## src/rtl/sisc_defs.sv

```systemverilog
// Shared SISC definitions: halt opcode, fetch FSM state encodings and default reset fetch address.
package sisc_defs;

  localparam logic [3:0]  HALT_OPCODE      = 4'hF;
  localparam logic [0:0]  RUN              = 1'b0;
  localparam logic [0:0]  HALTED           = 1'b1;
  localparam logic [15:0] RST_ADDR_DEFAULT = 16'h0000;

  function automatic logic is_halt(input logic [3:0] opcode);
    return opcode == HALT_OPCODE;
  endfunction

endpackage

```

## src/rtl/fetch_queue_if.sv

```systemverilog
// Fetch-side bus of the prefetch queue: instruction memory port, IR handshake and branch redirect.
interface fetch_queue_if #(
  parameter int AW = 16,
  parameter int DW = 32
);
  logic [AW-1:0] imem_addr;
  logic [DW-1:0] imem_data;
  logic [DW-1:0] out_instr;
  logic [AW-1:0] out_pc;
  logic          out_valid;
  logic          out_ready;
  logic          redirect;
  logic [AW-1:0] redirect_addr;

  // master: the fetch queue; slave: instruction memory, IR and branch unit.
  modport master (
    output imem_addr, out_instr, out_pc, out_valid,
    input  imem_data, out_ready, redirect, redirect_addr
  );

  modport slave (
    input  imem_addr, out_instr, out_pc, out_valid,
    output imem_data, out_ready, redirect, redirect_addr
  );
endinterface

```

## src/rtl/fetchq_fifo.sv

```systemverilog
// Entry storage for the fetch queue: power-of-two circular buffer with occupancy count and sync flush.
module fetchq_fifo #(
  parameter int DEPTH = 4,
  parameter int W     = 48
) (
  input  logic                     clk,
  input  logic                     rst_f,
  input  logic                     flush,
  input  logic                     push,
  input  logic                     pop,
  input  logic [W-1:0]             wdata,
  output logic [W-1:0]             rdata,
  output logic [$clog2(DEPTH):0]   count
);

  localparam int PW = $clog2(DEPTH);

  logic [W-1:0]  mem [DEPTH];
  logic [PW-1:0] wr_ptr;
  logic [PW-1:0] rd_ptr;

  // NOTE: the storage array is not reset; emptiness is tracked by count and rdata is masked while empty.
  always_ff @(posedge clk) begin
    if (push && !flush) mem[wr_ptr] <= wdata;
  end

  // NOTE: sequential state uses non-blocking assignments so every register samples pre-edge values.
  always_ff @(posedge clk or negedge rst_f) begin
    if (!rst_f) begin
      wr_ptr <= '0;
      rd_ptr <= '0;
      count  <= '0;
    end else if (flush) begin
      wr_ptr <= '0;
      rd_ptr <= '0;
      count  <= '0;
    end else begin
      if (push) wr_ptr <= wr_ptr + 1'b1;
      if (pop)  rd_ptr <= rd_ptr + 1'b1;
      case ({push, pop})
        2'b10:   count <= count + 1'b1;
        2'b01:   count <= count - 1'b1;
        default: count <= count;
      endcase
    end
  end

  assign rdata = (count != '0) ? mem[rd_ptr] : '0;

endmodule

```

## src/rtl/fetch_queue.sv

```systemverilog
// SISC instruction prefetch queue: fetch PC, RUN/HALTED FSM and in-order IR handshake.
// Optional perf counters (perf_fetched, perf_flushed) are built when FETCHQ_PERF_EN is defined.
module fetch_queue
  import sisc_defs::*;
#(
  parameter int            DEPTH    = 4,
  parameter int            AW       = 16,
  parameter int            DW       = 32,
  parameter logic [AW-1:0] RST_ADDR = RST_ADDR_DEFAULT
) (
  input  logic         clk,
  input  logic         rst_f,
  input  logic         fetch_en,
  fetch_queue_if.master bus,
  output logic         halted
`ifdef FETCHQ_PERF_EN
  ,
  output logic [31:0]  perf_fetched,
  output logic [31:0]  perf_flushed
`endif
);

  localparam int              CW   = $clog2(DEPTH) + 1;
  localparam logic [CW-1:0]   FULL = CW'(DEPTH);

  logic [AW-1:0]    fetch_pc;
  logic [0:0]       state;
  logic [CW-1:0]    count;
  logic [AW+DW-1:0] head;
  logic             out_valid;
  logic             push;
  logic             pop;

  // Valid is suppressed during a redirect so the IR never loads a wrong-path word.
  assign out_valid = (count != '0) && !bus.redirect;
  assign pop       = out_valid && bus.out_ready;
  assign push      = (state == RUN) && fetch_en && !bus.redirect && ((count < FULL) || pop);

  fetchq_fifo #(
    .DEPTH (DEPTH),
    .W     (AW + DW)
  ) u_fifo (
    .clk   (clk),
    .rst_f (rst_f),
    .flush (bus.redirect),
    .push  (push),
    .pop   (pop),
    .wdata ({bus.imem_addr, bus.imem_data}),
    .rdata (head),
    .count (count)
  );

  assign bus.imem_addr              = fetch_pc;
  assign {bus.out_pc, bus.out_instr} = head;
  assign bus.out_valid              = out_valid;
  assign halted                     = (state == HALTED);

  always_ff @(posedge clk or negedge rst_f) begin
    if (!rst_f) begin
      fetch_pc <= RST_ADDR;
    end else if (bus.redirect) begin
      fetch_pc <= bus.redirect_addr;
    end else if (push) begin
      fetch_pc <= fetch_pc + 1'b1;
    end
  end

  // Only a pushed HLT word stops fetch; any redirect resumes it.
  always_ff @(posedge clk or negedge rst_f) begin
    if (!rst_f) begin
      state <= RUN;
    end else if (bus.redirect) begin
      state <= RUN;
    end else if (push && is_halt(bus.imem_data[DW-1 -: 4])) begin
      state <= HALTED;
    end
  end

`ifdef FETCHQ_PERF_EN
  always_ff @(posedge clk or negedge rst_f) begin
    if (!rst_f) begin
      perf_fetched <= '0;
      perf_flushed <= '0;
    end else begin
      if (push)         perf_fetched <= perf_fetched + 32'd1;
      if (bus.redirect) perf_flushed <= perf_flushed + 32'(count);
    end
  end
`else
  // No counter state exists in this build.
`endif

endmodule

```

## src/flat_wrapper.sv

```systemverilog
// flat-port wrapper written by rule: the top's interface ports become plain ports
module fetch_queue_flat import sisc_defs::*;
#(
  parameter int            DEPTH    = 4,
  parameter int            AW       = 16,
  parameter int            DW       = 32,
  parameter logic [AW-1:0] RST_ADDR = RST_ADDR_DEFAULT
)
  (clk, rst_f, fetch_en, halted, bus_imem_addr, bus_out_instr, bus_out_pc, bus_out_valid, bus_imem_data, bus_out_ready, bus_redirect, bus_redirect_addr);
  fetch_queue_if #(.AW(AW), .DW(DW)) bus_i ();
  input  logic clk;
  input  logic rst_f;
  input  logic fetch_en;
  output logic halted;
  output wire logic [$bits(bus_i.imem_addr)-1:0] bus_imem_addr;
  output wire logic [$bits(bus_i.out_instr)-1:0] bus_out_instr;
  output wire logic [$bits(bus_i.out_pc)-1:0] bus_out_pc;
  output wire logic [$bits(bus_i.out_valid)-1:0] bus_out_valid;
  input wire logic [$bits(bus_i.imem_data)-1:0] bus_imem_data;
  input wire logic [$bits(bus_i.out_ready)-1:0] bus_out_ready;
  input wire logic [$bits(bus_i.redirect)-1:0] bus_redirect;
  input wire logic [$bits(bus_i.redirect_addr)-1:0] bus_redirect_addr;
  assign bus_imem_addr = bus_i.imem_addr;
  assign bus_out_instr = bus_i.out_instr;
  assign bus_out_pc = bus_i.out_pc;
  assign bus_out_valid = bus_i.out_valid;
  assign bus_i.imem_data = bus_imem_data;
  assign bus_i.out_ready = bus_out_ready;
  assign bus_i.redirect = bus_redirect;
  assign bus_i.redirect_addr = bus_redirect_addr;
  fetch_queue #(.DEPTH(DEPTH), .AW(AW), .DW(DW), .RST_ADDR(RST_ADDR)) u_core (.clk(clk), .rst_f(rst_f), .fetch_en(fetch_en), .bus(bus_i), .halted(halted));
endmodule
```

## config.mk

```make
export PLATFORM = sky130hd
export DESIGN_NAME = fetch_queue_flat
export DESIGN_NICKNAME = d
export VERILOG_FILES = /design/src/rtl/sisc_defs.sv /design/src/rtl/fetch_queue_if.sv /design/src/rtl/fetchq_fifo.sv /design/src/rtl/fetch_queue.sv /design/src/flat_wrapper.sv
export SDC_FILE = /design/constraint.sdc
export NUM_CORES = 1
export LEC_CHECK = 0
export ABC_AREA = 0
export CORE_ASPECT_RATIO = 2
export CORE_UTILIZATION = 36
export DETAILED_ROUTE_END_ITERATION = 10
export DONT_BUFFER_PORTS = 1
export SLEW_MARGIN = 30
export SYNTH_ARGS = -nofsm -noshare
export SYNTH_HDL_FRONTEND = slang
export SYNTH_SLANG_ARGS = --single-unit
```

## constraint.sdc

```tcl
create_clock -name clk -period 3.4 [get_ports clk]
set_input_delay 0.17 -clock clk [delete_from_list [all_inputs] [get_ports clk]]
set_output_delay 0.17 -clock clk [all_outputs]
set_load 0.03 [all_outputs]
```

* Yosys cells after proc, flatten, opt, wreduce, memory -nomap -nowiden
Memory sizes are Yosys's and may differ from the RTL's. Cells that the tools add are included.
Storage, ports and cells: input bits 53, logic and storage cells 43, memories kept 1, memory bits (writable) 192, ROM bits 0, latch bits 0, flip-flop bits (word level) 24
Cells by class: multiply operators 0, shift operators 0, bitwise gates (word level) 1, magnitude comparators 1, equal/unequal tests 3, reductions and logical operators 14, multiplexer cells 13, $add $sub $neg 5, div/mod/pow operators 0
Memory list:
- u_core.u_fifo.mem | depth 4, width 48, read ports 1, clocked after Yosys merged registers in 0, write ports 1, RTL line fetchq_fifo.sv:18 | logic [W-1:0] mem [DEPTH];
Operators by type and width (count):
- 48-bit two-way mux | 1
- 16-bit two-way mux | 2
- 16-bit by 1-bit adder with 16-bit output (second input constant) | 1
- 2-bit two-way mux | 4
- 1-bit logical AND | 7
- 3-bit one-hot mux with 2 select lines | 1
- 2-bit nonzero test | 3
- 3-bit nonzero test | 2
- 2-bit by 1-bit adder with 2-bit output (second input constant) | 2
- 4-bit == test (second input constant) | 1
- 1-bit two-way mux | 4
- 3-bit by 1-bit adder with 3-bit output (second input constant) | 1
- 3-bit < comparator (second input constant) | 1
- 3-bit two-way mux | 1
- 3-bit by 1-bit subtractor with 3-bit output (second input constant) | 1
- 2-bit by 1-bit == test with 1-bit output (second input constant) | 1
- 2-bit == test (second input constant) | 1
- 1-bit logical NOT | 1
- 1-bit logical OR | 1
- 1-bit inverter | 1

* Longest topological paths before layout
Gate-level depths: netlist of the first run.
word-level depth 8, gate-level depth with buffers 8, depth with buffers taken out 7

* Cells and area by module
From an unflattened synthesis of the first run, not the netlist that was laid out.
Second synthesis, totals: cell total of the unflattened synthesis 457, area, all modules 8702.1 µm²
Modules (own cells, without submodules):
- fetchq_fifo | cells an instance 346, sequential area each 5940.7 µm², area each 7701.1 µm², instances 1
- fetch_queue | cells an instance 111, sequential area each 425.4 µm², area each 1001.0 µm², instances 1

* Worst setup path after synthesis of the first run
No wires, ideal clock.
kind flip-flop to flip-flop, from register u_core.state, in the netlist u_core.halted, to memory u_core.u_fifo.mem[0][0] (enable), cell stages (with the launch flop) 5, arrival 2.275 ns, path buffers 0, slack 0.714 ns, data required time 2.989 ns, period minus slack after synthesis 2.686 ns, cells stage by stage dfrtp_1 > and2b_2 > nand2_1 > nor2_1 > and2_1
On the way: longest elaborated chain between the ends 7
Ends and longest elaborated chain:
- start, declared | RTL line fetch_queue.sv:27 | logic [0:0] state;
- start signal, assigned | RTL line fetch_queue.sv:71 | state <= RUN;
- start signal, assigned | RTL line fetch_queue.sv:73 | state <= RUN;
- start signal, assigned | RTL line fetch_queue.sv:75 | state <= HALTED;
- 1-bit inverter | RTL line fetch_queue.sv:37 | assign push = (state == RUN) && fetch_en && !bus.redirect && ((count < FULL) || pop);
- 1-bit logical AND (3 in a row) | RTL line fetch_queue.sv:37
- 1-bit logical AND | RTL line fetchq_fifo.sv:24 | if (push && !flush) mem[wr_ptr] <= wdata;
- 1-bit two-way mux | RTL line fetchq_fifo.sv:24
- 1-bit two-way mux (implied by the code) | RTL line fetchq_fifo.sv:24
- end, declared | RTL line fetchq_fifo.sv:18
Every way passes these cells.

* Worst setup path after layout of the first run
from register u_core.u_fifo.rd_ptr[0], to output port bus_out_instr[4]
On the way: longest elaborated chain between the ends 2
Ends and longest elaborated chain:
- start, declared | RTL line fetchq_fifo.sv:20 | logic [PW-1:0] rd_ptr;
- start signal, assigned | RTL line fetchq_fifo.sv:39 | if (pop) rd_ptr <= rd_ptr + 1'b1;
- memory read 4 x 48 bit
- 48-bit two-way mux | RTL line fetchq_fifo.sv:48 | assign rdata = (count != '0) ? mem[rd_ptr] : '0;
- end, declared | RTL line flat_wrapper.sv:16 | output wire logic [$bits(bus_i.out_instr)-1:0] bus_out_instr;
Every way passes these cells.

==> impl_metrics.py, run 1 <==
metrics = {
    "status": {
        "status": "complete, but fails checks",
        "violations": "design-rule violations",
    },
    "global_routing": {
        "grt_pass1_vias": 4811,
        "grt_start_max_net_pins": 51,
        "grt_usage_pct": 14.90,
        "grt_pass1_wl_mm": 27.61,
        "overflow": 0,
        "antenna_found_initial": 1,
    },
    "min_path": {
        "min_path_type": "primary input to flip-flop",
        "min_from": "fetch_en",
    },
    "logic_synthesis": {
        "synth_ff_type": "edfxtp_1",
        "synthesis.area_mm2": 0.008663,
        "synth-xor-area-share_pct": 0.9099,
        "yosysTopAreaCellShare_pct": 66.55,
        "synthAdderAreaFrac_pct": 0.9532,
        "synth_top_family_by_area": "multiplexers",
        "yosys.area_share.simple_pct": 8.319,
        "synth-seq-area-share_pct": 73.48,
        "yosys.area.top_type": "edfxtp_1",
        "syn_inst": 466,
        "ys_seq_elements": 216,
        "muxShareOfSynthArea_pct": 12.94,
        "yosys_warnings": 0,
        "synth_edf_count": 192,
        "synth_area_per_cell_um2": 18.59,
        "netlist-cell-type-count": 38,
        "ys_async_sr_fraction_pct": 11.11,
        "synth_area_leaders": "edfxtp_1, mux4_2, dfrtp_1",
        "synth_compound_area_share_pct": 1.993,
        "synth.net_count": 525,
    },
    "worst_setup_path": {
        "critPathRequiredTime_ns": 3.23,
        "max_stage_delay_ns": 0.72,
        "worstSetupEndpointType": "primary output",
        "critPathKind": "flip-flop to primary output",
        "critPathArrivalTime_ns": 2.42,
        "crit-reg2reg-launch": "u_core.u_fifo.count[2]$_DFFE_PN0P_",
        "crit_chain": "buf_12, mux4_2, and2_1",
        "critPathMaxFanout": 29,
        "crit_path_top_delay_cell": "dfrtp_4",
        "worstSetupStartpointType": "flip-flop",
        "setup.worst_path.start": "u_core.u_fifo.rd_ptr[0]$_DFFE_PN0P_",
    },
    "timing": {
        "tightest_slew_ns": 0.7903,
        "period_share_pct": 76.08,
        "timing.fmax_mhz": 386.6,
        "slew_headroom_pct": 47.31,
        "post-route-min-period_ns": 2.587,
        "finalSetupViolCount": 0,
        "whs_ns": 0.03908,
        "rsz0062_at_grt": "false",
        "finClkSkew_ns": 0.01852,
        "final_hold_viol_count": 0,
        "drv_slew": 0,
        "tns_ns": 0,
    },
    "finish": {
        "layout.cells.non_filler": 825,
        "layout.cells.most_common_list": "edfxtp_1, dlygate4sd3_1, and2_1, mux4_2, dfrtp_1",
        "area_growth_pct": 17.20,
        "final_common_cell": "edfxtp_1",
        "n_fill_cell": 2071,
        "drive_above_1_share_pct": 18.44,
        "stdcell_area_mm2": 0.01015,
        "final_nets": 584,
        "fin_util_pct": 42.80,
    },
    "routing": {
        "drtPass1Iterations": 7,
        "ant_nets": 0,
        "num_vias": 4364,
        "drc": 7,
        "routed_via_density": 5.290,
        "routedWlPerCell_um": 21.86,
        "drtIter0Drc": 274,
        "wirelength_mm": 18.04,
    },
    "die": {
        "rows": 80,
        "start_util_pct": 36.52,
        "die-area_mm2": 0.02473,
        "die_w_um": 111.7,
        "die_h_um": 221.4,
        "coreArea_mm2": 0.02372,
        "io_pins": 119,
    },
    "pwr": {
        "vdd_drop_max_uv": 319.8,
        "p_per_area_mw_per_mm2": 754.9,
        "power.leakage_nw": 3.286,
    },
    "placement": {
        "gp_congestion": 0.7277,
        "placedInstanceArea_mm2": 0.009007,
        "place_inst": 738,
        "hpwl_mm": 10.97,
        "io_buffers": 0,
    },
    "clock_network": {
        "clk_pin_slew_ns": 0.07,
        "cts_resized": 0,
        "cts_tree": "yes",
        "cts.sinks": 216,
        "cts.path.max_buffers": 3,
        "ctsHtreeMaxLevel": 1,
        "clock_latency_ns": 0.49,
        "post_cts_buffers": 0,
        "hold_buffers": 53,
        "root_buffer": "clkbuf_16",
        "cts_buffers": 19,
    },
    "flow_run": {
        "maxCapViolCount": 0,
    },
}
==> worst max-delay path: cells and delay by family (launching register included) <==
kind | cells | cell delay, ns
buffers and inverters | 1 | 0.31
flip-flops | 1 | 0.72
multiplexers | 1 | 0.57
AND/OR/NAND/NOR | 1 | 0.29
==> cell type report <==
type | instances | area, um2 | share of cell area [%]
inverter | 4 | 15.01 | 0.1479
multi-input combinational | 222 | 2182 | 21.49
sequential | 216 | 6371 | 62.75
clock inverter | 14 | 132.6 | 1.306
clock buffer | 19 | 475.5 | 4.683
antenna | 1 | 2.502 | 0.02465
timing repair buffer | 62 | 615.6 | 6.063
tap | 287 | 359.1 | 3.537
==> layer usage <==
metal  wire length, um  up-vias  global-route usage [%]
met5                 0        -                       0
met4               471        0                   6.539
met3              1031       25                   3.451
met2             10330      112                   28.51
met1              6206     2281                   14.98
li1                  -     1946                       -
==> sequential cells by signal, indices dropped and copies added (netlist names) <==
signal / flops
u_core.halted: 1
u_core.u_fifo.count: 3
u_core.bus.imem_addr: 16
u_core.u_fifo.mem: 192
u_core.u_fifo.wr_ptr: 2
u_core.u_fifo.rd_ptr: 2
==> synthesized netlist by cell type, types with 4 or more instances <==
| cell | count |
|---|---|
| edfxtp_1 | 192 |
| and2_1 | 53 |
| mux4_2 | 48 |
| dfrtp_1 | 24 |
| nor2_1 | 18 |
| nand2_1 | 15 |
| clkbuf_1 | 13 |
| o21ai_1 | 13 |
| nand3_1 | 10 |
| a31oi_1 | 8 |
| or3_1 | 8 |
| buf_2 | 7 |
| xor2_1 | 6 |
| ha_1 | 5 |
| nor3_1 | 5 |
| inv_1 | 4 |
| mux2i_1 | 4 |
| nand4_1 | 4 |
==> per-stage QoR <==
stage | setup WS (ns) | total power [mW]
after floorplan | 0.7140 | 5.156
after global placement | 0.9716 | 5.546
after detailed placement | 0.9236 | 5.590
after CTS | 0.7284 | 7.792
after global routing | 0.6546 | 7.993
final | 0.8132 | 7.665
==> kinds of logic after synthesis <==
group | count (synthesis)
mux | 52
buf+inv | 28
xor+xnor | 9
fa+ha+maj | 6
simple gates | 126
compound gates | 29
flops | 216
==> worst paths after layout <==
path	end	slack, ns	cells past startpoint
max	bus_out_instr[4]	0.81	3
min	u_core.u_fifo.count[2]$_DFFE_PN0P_	0.04	3
max reg2reg	u_core.u_fifo.count[2]$_DFFE_PN0P_	0.94	7
min reg2reg	u_core.u_fifo.wr_ptr[1]$_DFFE_PN0P_	0.58	2
max in group asynchronous	u_core.u_fifo.rd_ptr[0]$_DFFE_PN0P_	3.12	2
min in group asynchronous	u_core.bus.imem_addr[0]$_DFFE_PN0P_	0.10	2
==> report_power, final <==
part	internal, mW	switching, mW
Combinational	0.751	1.49
Clock	1.19	0.934
Sequential	3.06	0.244
Power figures use the tool's default switching activity.
==> run 2: changes to the inputs <==
Clock period 3.4 ns to 2.6 ns, I/O delays scaled along.
==> impl_metrics.py, run 2 (synthesis results as in run 1) <==
metrics = {
    "status": {
        "status": "complete, but fails checks",
        "violations": "design-rule violations",
    },
    "worst_setup_path": {
        "critPathMaxFanout": 15,
        "endpoint": "bus_out_instr[17]",
        "regToRegEndpoint": "u_core.bus.imem_addr[11]$_DFFE_PN0P_",
        "r2r_setup_slack_ns": 0.43,
        "worstSetupStartpointType": "flip-flop",
        "critPathKind": "flip-flop to primary output",
        "reg2reg_depth": 5,
        "setup.worst_path.start": "u_core.u_fifo.rd_ptr[0]$_DFFE_PN0P_",
        "critPathRequiredTime_ns": 2.47,
        "crit-reg2reg-launch": "u_core.halted$_DFFE_PN0P_",
        "worstSetupEndpointType": "primary output",
        "critPathArrivalTime_ns": 2.26,
    },
    "routing": {
        "num_vias": 4396,
        "wl_met3_um": 702,
        "drtPass1Iterations": 7,
        "drtIter0Drc": 182,
        "routed_via_density": 5.215,
        "wirelength_mm": 17.50,
        "wl_met2_mm": 10.18,
        "routedWlPerCell_um": 20.75,
        "routed.top_layer": "met4",
        "ant_nets": 0,
        "met1_length_mm": 6.164,
        "drc": 5,
    },
    "finish": {
        "largest-register": "u_core.u_fifo.mem",
        "diodes": 0,
        "fin_util_pct": 43.76,
        "final_nets": 601,
        "area_growth_pct": 19.82,
        "final_common_cell": "edfxtp_1",
        "largest_register_ff_count": 192,
        "layout.cells.most_common_list": "edfxtp_1, dlygate4sd3_1, and2_1, mux4_2, clkbuf_16",
        "drive_above_1_share_pct": 20.86,
    },
    "die": {
        "die-area_mm2": 0.02473,
        "die_w_um": 111.7,
        "die_h_um": 221.4,
        "rows": 80,
        "start_util_pct": 36.52,
        "coreArea_mm2": 0.02372,
        "io_pins": 119,
    },
    "placement": {
        "pre_cts_ws_ns": 0.4288,
        "io_buffers": 0,
        "gp_congestion": 0.7145,
        "hpwl_mm": 11.14,
    },
    "clock_network": {
        "ctsHtreeMaxLevel": 1,
        "cts_buffers": 20,
        "cts.sinks": 216,
        "cts_tree": "yes",
        "clock_latency_ns": 0.50,
        "clk_pin_slew_ns": 0.06,
        "cts.path.max_buffers": 3,
        "root_buffer": "clkbuf_16",
        "post_cts_buffers": 0,
    },
    "global_routing": {
        "grt_usage_pct": 14.52,
        "grt_pass1_vias": 4852,
        "grt_start_max_net_pins": 50,
        "grt_pass1_wl_mm": 27.22,
        "overflow": 0,
        "antenna_found_initial": 0,
    },
    "timing": {
        "whs_ns": 0.08681,
        "setup_slack_ns": 0.2068,
        "drv_slew": 0,
        "finClkSkew_ns": 0.009880,
        "tightest_slew_ns": 0.5817,
        "timing.fmax_mhz": 417.8,
        "tns_ns": 0,
        "finalSetupViolCount": 0,
        "post-route-min-period_ns": 2.393,
        "final_hold_viol_count": 0,
        "period_share_pct": 92.05,
        "slew_headroom_pct": 61.08,
        "rsz0062_at_grt": "false",
    },
    "min_path": {
        "hold_path_depth": 2,
        "min_path_type": "primary input to flip-flop",
    },
    "pwr": {
        "vdd_drop_max_uv": 810.6,
        "p_per_area_mw_per_mm2": 992.0,
        "power.leakage_nw": 3.416,
    },
    "flow_run": {
        "maxCapViolCount": 0,
    },
}
## run 2: cell count changes in the layout (fill, tap and decap cells not counted), sizes merged, moves of 2 or more
| cell | previous run | this run |
|---|---|---|
| buf | 11 | 24 |
| clkbuf | 19 | 25 |
| clkinv | 9 | 6 |
| dlygate4sd3 | 51 | 54 |
| inv | 6 | 8 |
## run 2: area by class of cell
type | count | area [um2]
Timing Repair Buffer | 78 | 768.2
Inverter | 4 | 15.01
Sequential cell | 216 | 6371
Clock inverter | 11 | 101.3
Tap cell | 287 | 359.1
Multi-Input combinational cell | 222 | 2182
Fill cell | 2047 | 13340
Clock buffer | 25 | 583.1
## run 2: worst min-delay path by stage
stage                       from                             endpoint  slack, ns
finish              bus_redirect   u_core.u_fifo.count[0]$_DFFE_PN0P_       0.09
global route        bus_redirect   u_core.u_fifo.count[0]$_DFFE_PN0P_        0.1
CTS                        rst_f  u_core.bus.imem_addr[8]$_DFFE_PN0P_       0.06
floorplan                  rst_f  u_core.bus.imem_addr[0]$_DFFE_PN0P_      -0.17
detailed placement         rst_f   u_core.u_fifo.count[1]$_DFFE_PN0P_      -0.16
global placement           rst_f   u_core.u_fifo.count[0]$_DFFE_PN0P_      -0.16
## run 2: layer usage
layer  track usage [%]  vias to the layer above
li1                  -                     1985
met3             2.273                       24
met1             14.71                     2275
met2             28.63                      112
met4             5.972                        0
met5                 0                        -
## run 2: stage by stage
stage	std cells	area [um2]	power [mW]
3_3_place_gp	751	9130	7.303
4_1_cts	843	10390	10.46
6_report	843	10380	10.30
2_1_floorplan	466	8668	6.739
5_1_grt	843	10380	10.72
3_5_place_dp	751	9130	7.348
## run 2: worst max-delay path, cell delays in order (launching register included)
cell and delay (ns):
dfrtp_4 0.67, buf_4 0.30, mux4_2 0.51, and2_1 0.27
## run 2: timing repair
action	4_1_cts	5_1_grt
hold buffers	56	0
setup endpoints to repair	0	0
gates resized for setup	0	0
endpoints found under the hold margin	176	0
## run 2: where the power goes
part	leakage, nW	switching, mW	internal [mW]
clock network	0.342	1.27	1.72
registers	2.03	0.219	4.01
logic	1.04	2.03	1.05
==> run 3: changes to the inputs <==
Settings changed: CELL_PAD_IN_SITES_DETAIL_PLACEMENT from default to 1, CELL_PAD_IN_SITES_GLOBAL_PLACEMENT from default to 1, PLACE_DENSITY_LB_ADDON from default to 0.1.
==> impl_metrics.py, run 3 (synthesis results as in run 1) <==
metrics = {
    "worst_setup_path": {
        "critPathKind": "flip-flop to primary output",
        "critPathMaxFanout": 21,
        "worstSetupEndpointType": "primary output",
        "endpoint": "bus_out_instr[4]",
        "critPathArrivalTime_ns": 2.27,
        "r2r_setup_slack_ns": 0.30,
        "regToRegEndpoint": "u_core.u_fifo.rd_ptr[1]$_DFFE_PN0P_",
        "setup.worst_path.start": "u_core.u_fifo.rd_ptr[0]$_DFFE_PN0P_",
        "crit-reg2reg-launch": "u_core.u_fifo.count[2]$_DFFE_PN0P_",
        "reg2reg_depth": 6,
        "critPathRequiredTime_ns": 2.47,
        "worstSetupStartpointType": "flip-flop",
    },
    "timing": {
        "post-route-min-period_ns": 2.400,
        "slew_headroom_pct": 61.85,
        "final_hold_viol_count": 0,
        "finClkSkew_ns": 0.005563,
        "rsz0062_at_grt": "false",
        "finalSetupViolCount": 0,
        "timing.fmax_mhz": 416.6,
        "drv_slew": 0,
        "tightest_slew_ns": 0.5701,
        "period_share_pct": 92.33,
        "whs_ns": 0.04086,
        "tns_ns": 0,
    },
    "routing": {
        "num_vias": 4385,
        "drtIter0Drc": 179,
        "wirelength_mm": 19.19,
        "routedWlPerCell_um": 22.73,
        "ant_nets": 0,
        "routed_via_density": 5.195,
        "drc": 6,
        "drtPass1Iterations": 7,
    },
    "clock_network": {
        "hold_buffers": 55,
        "cts_tree": "yes",
        "cts_buffers": 20,
        "clock_latency_ns": 0.49,
        "cts_resized": 0,
        "ctsHtreeMaxLevel": 1,
        "post_cts_buffers": 0,
        "cts.sinks": 216,
        "root_buffer": "clkbuf_16",
        "cts.path.max_buffers": 3,
        "clk_pin_slew_ns": 0.06,
    },
    "flow_run": {
        "maxCapViolCount": 0,
    },
    "finish": {
        "layout.cells.most_common_list": "edfxtp_1, dlygate4sd3_1, and2_1, mux4_2, dfrtp_1",
        "final_nets": 601,
        "largest-register": "u_core.u_fifo.mem",
        "final_common_cell": "edfxtp_1",
        "fin_util_pct": 43.81,
        "drive_above_1_share_pct": 19.96,
        "largest_register_ff_count": 192,
        "area_growth_pct": 19.97,
    },
    "global_routing": {
        "overflow": 0,
        "grt_start_max_net_pins": 50,
        "grt_pass1_vias": 5105,
        "grt_usage_pct": 16.18,
        "antenna_found_initial": 1,
        "grt_pass1_wl_mm": 30.04,
    },
    "die": {
        "die_w_um": 111.7,
        "start_util_pct": 36.52,
        "rows": 80,
        "die-area_mm2": 0.02473,
        "die_h_um": 221.4,
        "io_pins": 119,
        "coreArea_mm2": 0.02372,
    },
    "pwr": {
        "vdd_drop_max_uv": 701.8,
        "power.leakage_nw": 3.400,
        "p_per_area_mw_per_mm2": 979.8,
    },
    "status": {
        "violations": "design-rule violations",
        "status": "complete, but fails checks",
    },
    "placement": {
        "io_buffers": 0,
        "gp_congestion": 0.7060,
        "hpwl_mm": 11.97,
    },
    "min_path": {
        "hold_path_depth": 3,
        "min_path_type": "primary input to flip-flop",
    },
}
[run 3: metal layers]
metal,vias up,global-route usage (%),wire [um]
met3,13,2.657,764
met1,2305,17.63,7043
met4,0,4.577,263
met5,-,0,0
li1,1979,-,-
met2,88,31.44,11110
[run 3: where the power goes]
| part | total [mW] | leakage (nW) | internal, mW | switching (mW) |
|---|---|---|---|---|
| Combinational | 3.15 | 1.06 | 1.06 | 2.09 |
| Sequential | 4.21 | 2.03 | 4.01 | 0.203 |
| Clock | 2.83 | 0.307 | 1.62 | 1.21 |
[run 3: worst min-delay path by stage]
stage	start	end	slack, ns
2_1_floorplan	rst_f	u_core.bus.imem_addr[0]$_DFFE_PN0P_	-0.17
3_3_place_gp	rst_f	u_core.u_fifo.count[1]$_DFFE_PN0P_	-0.16
3_5_place_dp	rst_f	u_core.u_fifo.count[2]$_DFFE_PN0P_	-0.16
4_1_cts	bus_out_ready	u_core.u_fifo.wr_ptr[1]$_DFFE_PN0P_	0.03
5_1_grt	fetch_en	u_core.u_fifo.wr_ptr[1]$_DFFE_PN0P_	0.05
6_report	bus_out_ready	u_core.u_fifo.wr_ptr[1]$_DFFE_PN0P_	0.04
[run 3: critical path, cell delays in order, from the launching register on]
cell,delay [ns]
dfrtp_4,0.64
buf_12,0.25
mux4_2,0.56
and2_1,0.29
[run 3: stage by stage]
step	std cells	instance area, um2	power [mW]	setup WS (ns)
global route	844	10390	10.67	0.08519
finish	844	10390	10.18	0.1995
global placement	752	9213	7.390	0.4337
detailed placement	752	9213	7.440	0.4154
floorplan	466	8668	6.739	0.4167
CTS	843	10400	10.41	0.1314
[run 3: layout make-up]
cell class / count / area, um2
Fill cell: 2279 / 13330
Sequential cell: 216 / 6371
Multi-Input combinational cell: 222 / 2182
Timing Repair Buffer: 78 / 840.8
Clock buffer: 30 / 569.3
Tap cell: 287 / 359.1
Clock inverter: 6 / 53.80
Inverter: 4 / 15.01
Antenna cell: 1 / 2.502
